<file path="src/rtl/sw_hist_disp_if.sv">
// Board-side bundle for sw_hist_disp: raw switches and freeze in, scanned 7-seg and LEDs out.
// The master drives the switches; the display block is the slave.
interface sw_hist_disp_if #(
    parameter int unsigned SW_W   = 4,
    parameter int unsigned DIGITS = 4
) ();
    logic [SW_W-1:0]   switch;
    logic              freeze;
    logic [DIGITS-1:0] num_csn;
    logic [6:0]        num_a_g;
    logic [SW_W-1:0]   led;

    modport master (
        output switch,
        output freeze,
        input  num_csn,
        input  num_a_g,
        input  led
    );

    modport slave (
        input  switch,
        input  freeze,
        output num_csn,
        output num_a_g,
        output led
    );
endinterface

</file>
<file path="src/rtl/sw_hist_disp.sv">
// Switch-history display: debounces an active-low switch bank, keeps a DIGITS-deep history
// of committed values and scans it newest-first onto a multiplexed 7-segment display.
module sw_hist_disp #(
    parameter int unsigned SW_W      = 4,
    parameter int unsigned DIGITS    = 4,
    parameter int unsigned DB_CYCLES = 4,
    parameter int unsigned SCAN_DIV  = 1000
) (
    input logic           clk,
    input logic           resetn,
    sw_hist_disp_if.slave disp_io
);

    localparam int unsigned DcntW = $clog2(DB_CYCLES + 1);
    localparam int unsigned ScanW = (SCAN_DIV > 1) ? $clog2(SCAN_DIV) : 1;
    localparam int unsigned IdxW  = $clog2(DIGITS);

    localparam logic [DcntW-1:0] DcntLast = DcntW'(DB_CYCLES - 1);
    localparam logic [ScanW-1:0] ScanLast = ScanW'(SCAN_DIV - 1);
    localparam logic [IdxW-1:0]  IdxLast  = IdxW'(DIGITS - 1);

    function automatic logic [6:0] seg7(input logic [3:0] v);
        logic [6:0] s;
        unique case (v)
            4'h0: s = 7'b1111110;
            4'h1: s = 7'b0110000;
            4'h2: s = 7'b1101101;
            4'h3: s = 7'b1111001;
            4'h4: s = 7'b0110011;
            4'h5: s = 7'b1011011;
            4'h6: s = 7'b1011111;
            4'h7: s = 7'b1110000;
            4'h8: s = 7'b1111111;
            4'h9: s = 7'b1111011;
            4'ha: s = 7'b1110111;
            4'hb: s = 7'b0011111;
            4'hc: s = 7'b1001110;
            4'hd: s = 7'b0111101;
            4'he: s = 7'b1001111;
            4'hf: s = 7'b1000111;
        endcase
        return s;
    endfunction

    logic [SW_W-1:0]         sw_n_q;
    logic [SW_W-1:0]         cand_q, cand_d;
    logic [DcntW-1:0]        dcnt_q, dcnt_d;
    logic [SW_W-1:0]         cur_q, cur_d;
    logic [DIGITS-1:0][3:0]  hist_q, hist_d;
    logic [DIGITS-1:0]       hv_q, hv_d;
    logic [ScanW-1:0]        scnt_q, scnt_d;
    logic [IdxW-1:0]         idx_q, idx_d;
    logic [DIGITS-1:0]       csn_q, csn_d;
    logic [6:0]              seg_q, seg_d;
    logic [SW_W-1:0]         led_q, led_d;

    logic       commit;
    logic [3:0] cand_hex;

    // A value commits only once it has been seen unchanged for DB_CYCLES+1 samples.
    assign commit   = (cand_q == sw_n_q) && (dcnt_q == DcntLast) && (cand_q != cur_q);
    assign cand_hex = 4'(cand_q);

    always_comb begin
        cand_d = cand_q;
        dcnt_d = dcnt_q;
        if (sw_n_q != cand_q) begin
            cand_d = sw_n_q;
            dcnt_d = '0;
        end else if (dcnt_q < DcntLast) begin
            dcnt_d = dcnt_q + DcntW'(1);
        end
    end

    // Freeze only blocks the history shift; cur keeps tracking so no catch-up on release.
    always_comb begin
        cur_d  = cur_q;
        hist_d = hist_q;
        hv_d   = hv_q;
        if (commit) begin
            cur_d = cand_q;
            if (!disp_io.freeze) begin
                hist_d = {hist_q[DIGITS-2:0], cand_hex};
                hv_d   = {hv_q[DIGITS-2:0], 1'b1};
            end
        end
    end

    always_comb begin
        scnt_d = scnt_q + ScanW'(1);
        idx_d  = idx_q;
        if (scnt_q == ScanLast) begin
            scnt_d = '0;
            idx_d  = (idx_q == IdxLast) ? '0 : idx_q + IdxW'(1);
        end
    end

    // Outputs are built from pre-edge state, so a commit shows up one clock later.
    always_comb begin
        csn_d = ~(DIGITS'(1) << idx_q);
        seg_d = hv_q[idx_q] ? seg7(hist_q[idx_q]) : 7'b0000000;
        led_d = hv_q[1] ? ~hist_q[1][SW_W-1:0] : '1;
    end

    always_ff @(posedge clk) begin
        if (!resetn) begin
            sw_n_q <= '0;
            cand_q <= '0;
            dcnt_q <= '0;
            cur_q  <= '0;
            hist_q <= '0;
            hv_q   <= '0;
            scnt_q <= '0;
            idx_q  <= '0;
            csn_q  <= '1;
            seg_q  <= '0;
            led_q  <= '1;
        end else begin
            sw_n_q <= ~disp_io.switch;
            cand_q <= cand_d;
            dcnt_q <= dcnt_d;
            cur_q  <= cur_d;
            hist_q <= hist_d;
            hv_q   <= hv_d;
            scnt_q <= scnt_d;
            idx_q  <= idx_d;
            csn_q  <= csn_d;
            seg_q  <= seg_d;
            led_q  <= led_d;
        end
    end

    assign disp_io.num_csn = csn_q;
    assign disp_io.num_a_g = seg_q;
    assign disp_io.led     = led_q;

endmodule

</file>
<file path="src/flat_wrapper.sv">
// flat-port wrapper written by rule: the top's interface ports become plain ports
module sw_hist_disp_flat 
#(
    parameter int unsigned SW_W      = 4,
    parameter int unsigned DIGITS    = 4,
    parameter int unsigned DB_CYCLES = 4,
    parameter int unsigned SCAN_DIV  = 1000
)
  (clk, resetn, disp_io_switch, disp_io_freeze, disp_io_num_csn, disp_io_num_a_g, disp_io_led);
  sw_hist_disp_if #(.SW_W(SW_W), .DIGITS(DIGITS)) disp_io_i ();
  input logic clk;
  input logic resetn;
  input wire logic [$bits(disp_io_i.switch)-1:0] disp_io_switch;
  input wire logic [$bits(disp_io_i.freeze)-1:0] disp_io_freeze;
  output wire logic [$bits(disp_io_i.num_csn)-1:0] disp_io_num_csn;
  output wire logic [$bits(disp_io_i.num_a_g)-1:0] disp_io_num_a_g;
  output wire logic [$bits(disp_io_i.led)-1:0] disp_io_led;
  assign disp_io_i.switch = disp_io_switch;
  assign disp_io_i.freeze = disp_io_freeze;
  assign disp_io_num_csn = disp_io_i.num_csn;
  assign disp_io_num_a_g = disp_io_i.num_a_g;
  assign disp_io_led = disp_io_i.led;
  sw_hist_disp #(.SW_W(SW_W), .DIGITS(DIGITS), .DB_CYCLES(DB_CYCLES), .SCAN_DIV(SCAN_DIV)) u_core (.clk(clk), .resetn(resetn), .disp_io(disp_io_i));
endmodule
</file>
<file path="config.mk">
export PLATFORM = sky130hd
export DESIGN_NAME = sw_hist_disp_flat
export DESIGN_NICKNAME = d
export VERILOG_FILES = /design/src/rtl/sw_hist_disp_if.sv /design/src/rtl/sw_hist_disp.sv /design/src/flat_wrapper.sv
export SDC_FILE = /design/constraint.sdc
export NUM_CORES = 1
export LEC_CHECK = 0
export ABC_AREA = 1
export BUFFER_PORTS_ARGS = -buffer_cell sky130_fd_sc_hd__buf_2
export CORE_ASPECT_RATIO = 1.2
export CORE_UTILIZATION = 30
export DETAILED_ROUTE_END_ITERATION = 10
export PLACE_DENSITY = 0.52
export SYNTH_ARGS = -nofsm -noshare
export SYNTH_HDL_FRONTEND = slang
export SYNTH_SLANG_ARGS = --single-unit
</file>
<file path="constraint.sdc">
create_clock -name clk -period 2.46 [get_ports clk]
set_input_delay 0.492 -clock clk [delete_from_list [all_inputs] [get_ports clk]]
set_output_delay 0.492 -clock clk [all_outputs]
set_load 0.02 [all_outputs]
</file>
==> metrics.cfg <==
[clock_network]
cts_buffers = 9
h-tree-depth = 3
post-cts-setup-buffers = 0
hold_buffers = 0
clk_latency_ps = 320
root_buffer = clkbuf_16
clkSinkCount = 62
cts_tree = done
path_clk_slew_ps = 50
cts-resized-gates = 0
clk_path_buf_depth = 2

[yosys]
synth_top_area_share_pct = 42.6
synth_fp_nets = 413
dominantRegCellSynth = dfxtp_1
synth_edf_count = 0
synth_top_area_cell = dfxtp_1
synth_cells = 392
netlist_top_cells_area = dfxtp_1 43%, nand2_1 9.8%, a21oi_1 7.0%, nor2_1 6.7%, ha_1 6.0%
ys_ff_latch = 62
syn_area_um2 = 2910
avgSynthCellArea_um2 = 7.43
ys_types = 31
synth_seq_area_share_pct = 42.6
synth_warnings = 0
ys_async_sr_fraction_pct = 0

[timing]
max_freq_mhz = 508
min_period_over_period_pct = 80.0
worst_pin_slew_ps = 500
hold_violations = 0
fin_setup_tns_ps = 0
skew_ps = 5.10
rsz0062_at_grt = no
setup_violations = 0
period_minus_slack_ps = 1970
maxSlewHeadroom_pct = 66.6
finalMaxSlewViolations = 0

[worst_hold_path]
holdCritPathClass = in2reg
min-delay-start = disp_io_switch[3]
hold_end = u_core.sw_n_q[3]
hold_depth = 2

[run_status]
outcome = completed

[worst_setup_path]
max_stage_delay_ps = 630
critPathBufInv = 1
rr_startpoint = u_core.idx_q[0]
worstSetupEndpointType = flip-flop
crit_fanout = 17
r2r_slack_ps = 490
cpMostUsedCell = nand2_1
r2r_end = u_core.disp_io.num_a_g[3]
path_cells = nand2_1, a32oi_1, inv_1, ha_1, nand2_1, nand2_1, nor2_1, nor2_1
critical_path_class = reg2reg
reg2regPathDepth = 8
arrival_ps = 2180
cpLargestDelayFamily = flip-flops
start_kind = flip-flop
cp_slowest_cell = dfxtp_1
required_ps = 2680

[cells_and_area]
nets = 437
final_common_cell = nand2_1
fin_util_pct = 35.9
drive_above_1_share_pct = 15.4
area_growth_pct = 16.7
diodes = 0
mostFrequentLayoutCells = 76 x nand2_1, 62 x dfxtp_1, 52 x nor2_1

[power_and_ir_drop]
swShare_pct = 22.1
p_int_mw = 1.75
p_leak_nw = 1.44
clockPowerShare_pct = 49.9
power.total_mw = 2.25
p_seq_share_pct = 45.8
ir_drop_mv = 0.417
power_density_nw_per_um2 = 662
p_comb_share_pct = 4.3
p_switching_mw = 0.498

[placed_design]
gp_congestion = 0.850
hpwl_um = 4250
io_buffers = 21

[global_route]
grtUsageTotal_pct = 12.9
grt_first_pass_wirelength_um = 10300
overflow = 0
grt_pass1_vias = 2372
grt_antenna_before_repair = 0
grt_max_degree = 40

[drt]
drt-vias-per-instance = 4.53
drtAntennaViolNets = 0
drt_pre_antenna_iters = 4
wl_per_cell_um = 10.9
drt_iter0_markers = 106
drc = 0
num_vias = 2463
routed_wl_um = 5960

[die]
dieHeight_um = 110
fp.dieArea_um2 = 10100
pin_count = 22
fp.coreArea_um2 = 9470
num_rows = 39
die_width_um = 91.9
start_util_pct = 30.8

[job]
maxCapViolCount = 0

registers in the layout, summed over array words and instances (netlist names):
name,count
u_core.cand_hex,4
u_core.cur_q,4
u_core.dcnt_q,3
u_core.disp_io.led,4
u_core.disp_io.num_a_g,7
u_core.disp_io.num_csn,4
u_core.hist_q,16
u_core.hv_q,4
u_core.idx_q,2
u_core.scnt_q,10
u_core.sw_n_q,4
area by class of cell:
| type | instances | area (µm²) |
|---|---|---|
| Clock buffer | 12 | 246 |
| Sequential cell | 62 | 1240 |
| Multi-Input combinational cell | 266 | 1400 |
| Clock inverter | 4 | 22.5 |
| Inverter | 51 | 191 |
| Fill cell | 1056 | 6070 |
| Tap cell | 123 | 154 |
| Timing Repair Buffer | 26 | 143 |
Yosys cell counts, types with 2 or more instances:
cell and count:
a21oi_1 41, a21oi_2 5, buf_2 3, buf_6 3, clkbuf_1 5, dfxtp_1 62
ha_1 14, inv_1 44, inv_2 7, nand2_1 76, nand2_2 5, nand3_1 11
nand3b_1 2, nand4_1 20, nor2_1 52, nor2_4 2, nor3_1 4, o21ai_0 18
or2_2 2, xnor2_1 3, xor2_1 3
worst register-to-register path: stages, from the launching register on:
cell     delay (ps)
dfxtp_1         630
nand2_1         100
a32oi_1         380
inv_1           170
ha_1            320
nand2_1          70
nand2_1          60
nor2_1          100
nor2_1           40
stage by stage:
stage | instances | worst slack, ps | hold slack [ps] | cell area, µm²
after floorplan | 392 | 676 | 378 | 2910
after global placement | 528 | 561 | 401 | 3130
after detailed placement | 528 | 508 | 398 | 3130
after CTS | 544 | 495 | 311 | 3400
after global routing | 544 | 280 | 325 | 3400
final | 544 | 492 | 318 | 3400
layer usage:
layer / track usage, % / vias to the layer above / wire (µm) / part of all wire, %
met4: 6.58 / 0 / 130 / 2.2
met2: 22.4 / 31 / 2910 / 49
met5: 0 / - / 0 / 0
met3: 3.46 / 12 / 202 / 3.4
met1: 14.7 / 1115 / 2720 / 46
li1: - / 1305 / - / -
kinds of logic after synthesis:
logic type,Yosys count,share of synthesized area [%]
compound gates,68,12.6
xor+xnor,6,1.81
fa+ha+maj,14,6.02
buf+inv,64,9.28
flops,62,42.6
simple gates,178,27.6
power groups by stage:
| stage | logic, mW | registers [mW] | clock network [mW] |
|---|---|---|---|
| 2_1_floorplan | 0.0744 | 1.05 | 0 |
| 3_3_place_gp | 0.0986 | 1.05 | 0 |
| 3_5_place_dp | 0.0994 | 1.05 | 0 |
| 4_1_cts | 0.0993 | 1.03 | 1.15 |
| 5_1_grt | 0.111 | 1.03 | 1.19 |
| 6_report | 0.0977 | 1.03 | 1.12 |
worst max path at each step:
stage	start	to	slack [ps]	depth (start not counted)
detailed placement	u_core.idx_q[0]	u_core.disp_io.num_a_g[3]	510	8
finish	u_core.idx_q[0]	u_core.disp_io.num_a_g[3]	490	8
global route	u_core.idx_q[0]	u_core.disp_io.num_a_g[3]	280	8
floorplan	u_core.idx_q[0]	u_core.disp_io.num_a_g[3]	680	9
global placement	u_core.idx_q[0]	u_core.disp_io.num_a_g[3]	560	8
CTS	u_core.idx_q[0]	u_core.disp_io.num_a_g[3]	500	8
Power figures use the tool's default switching activity.
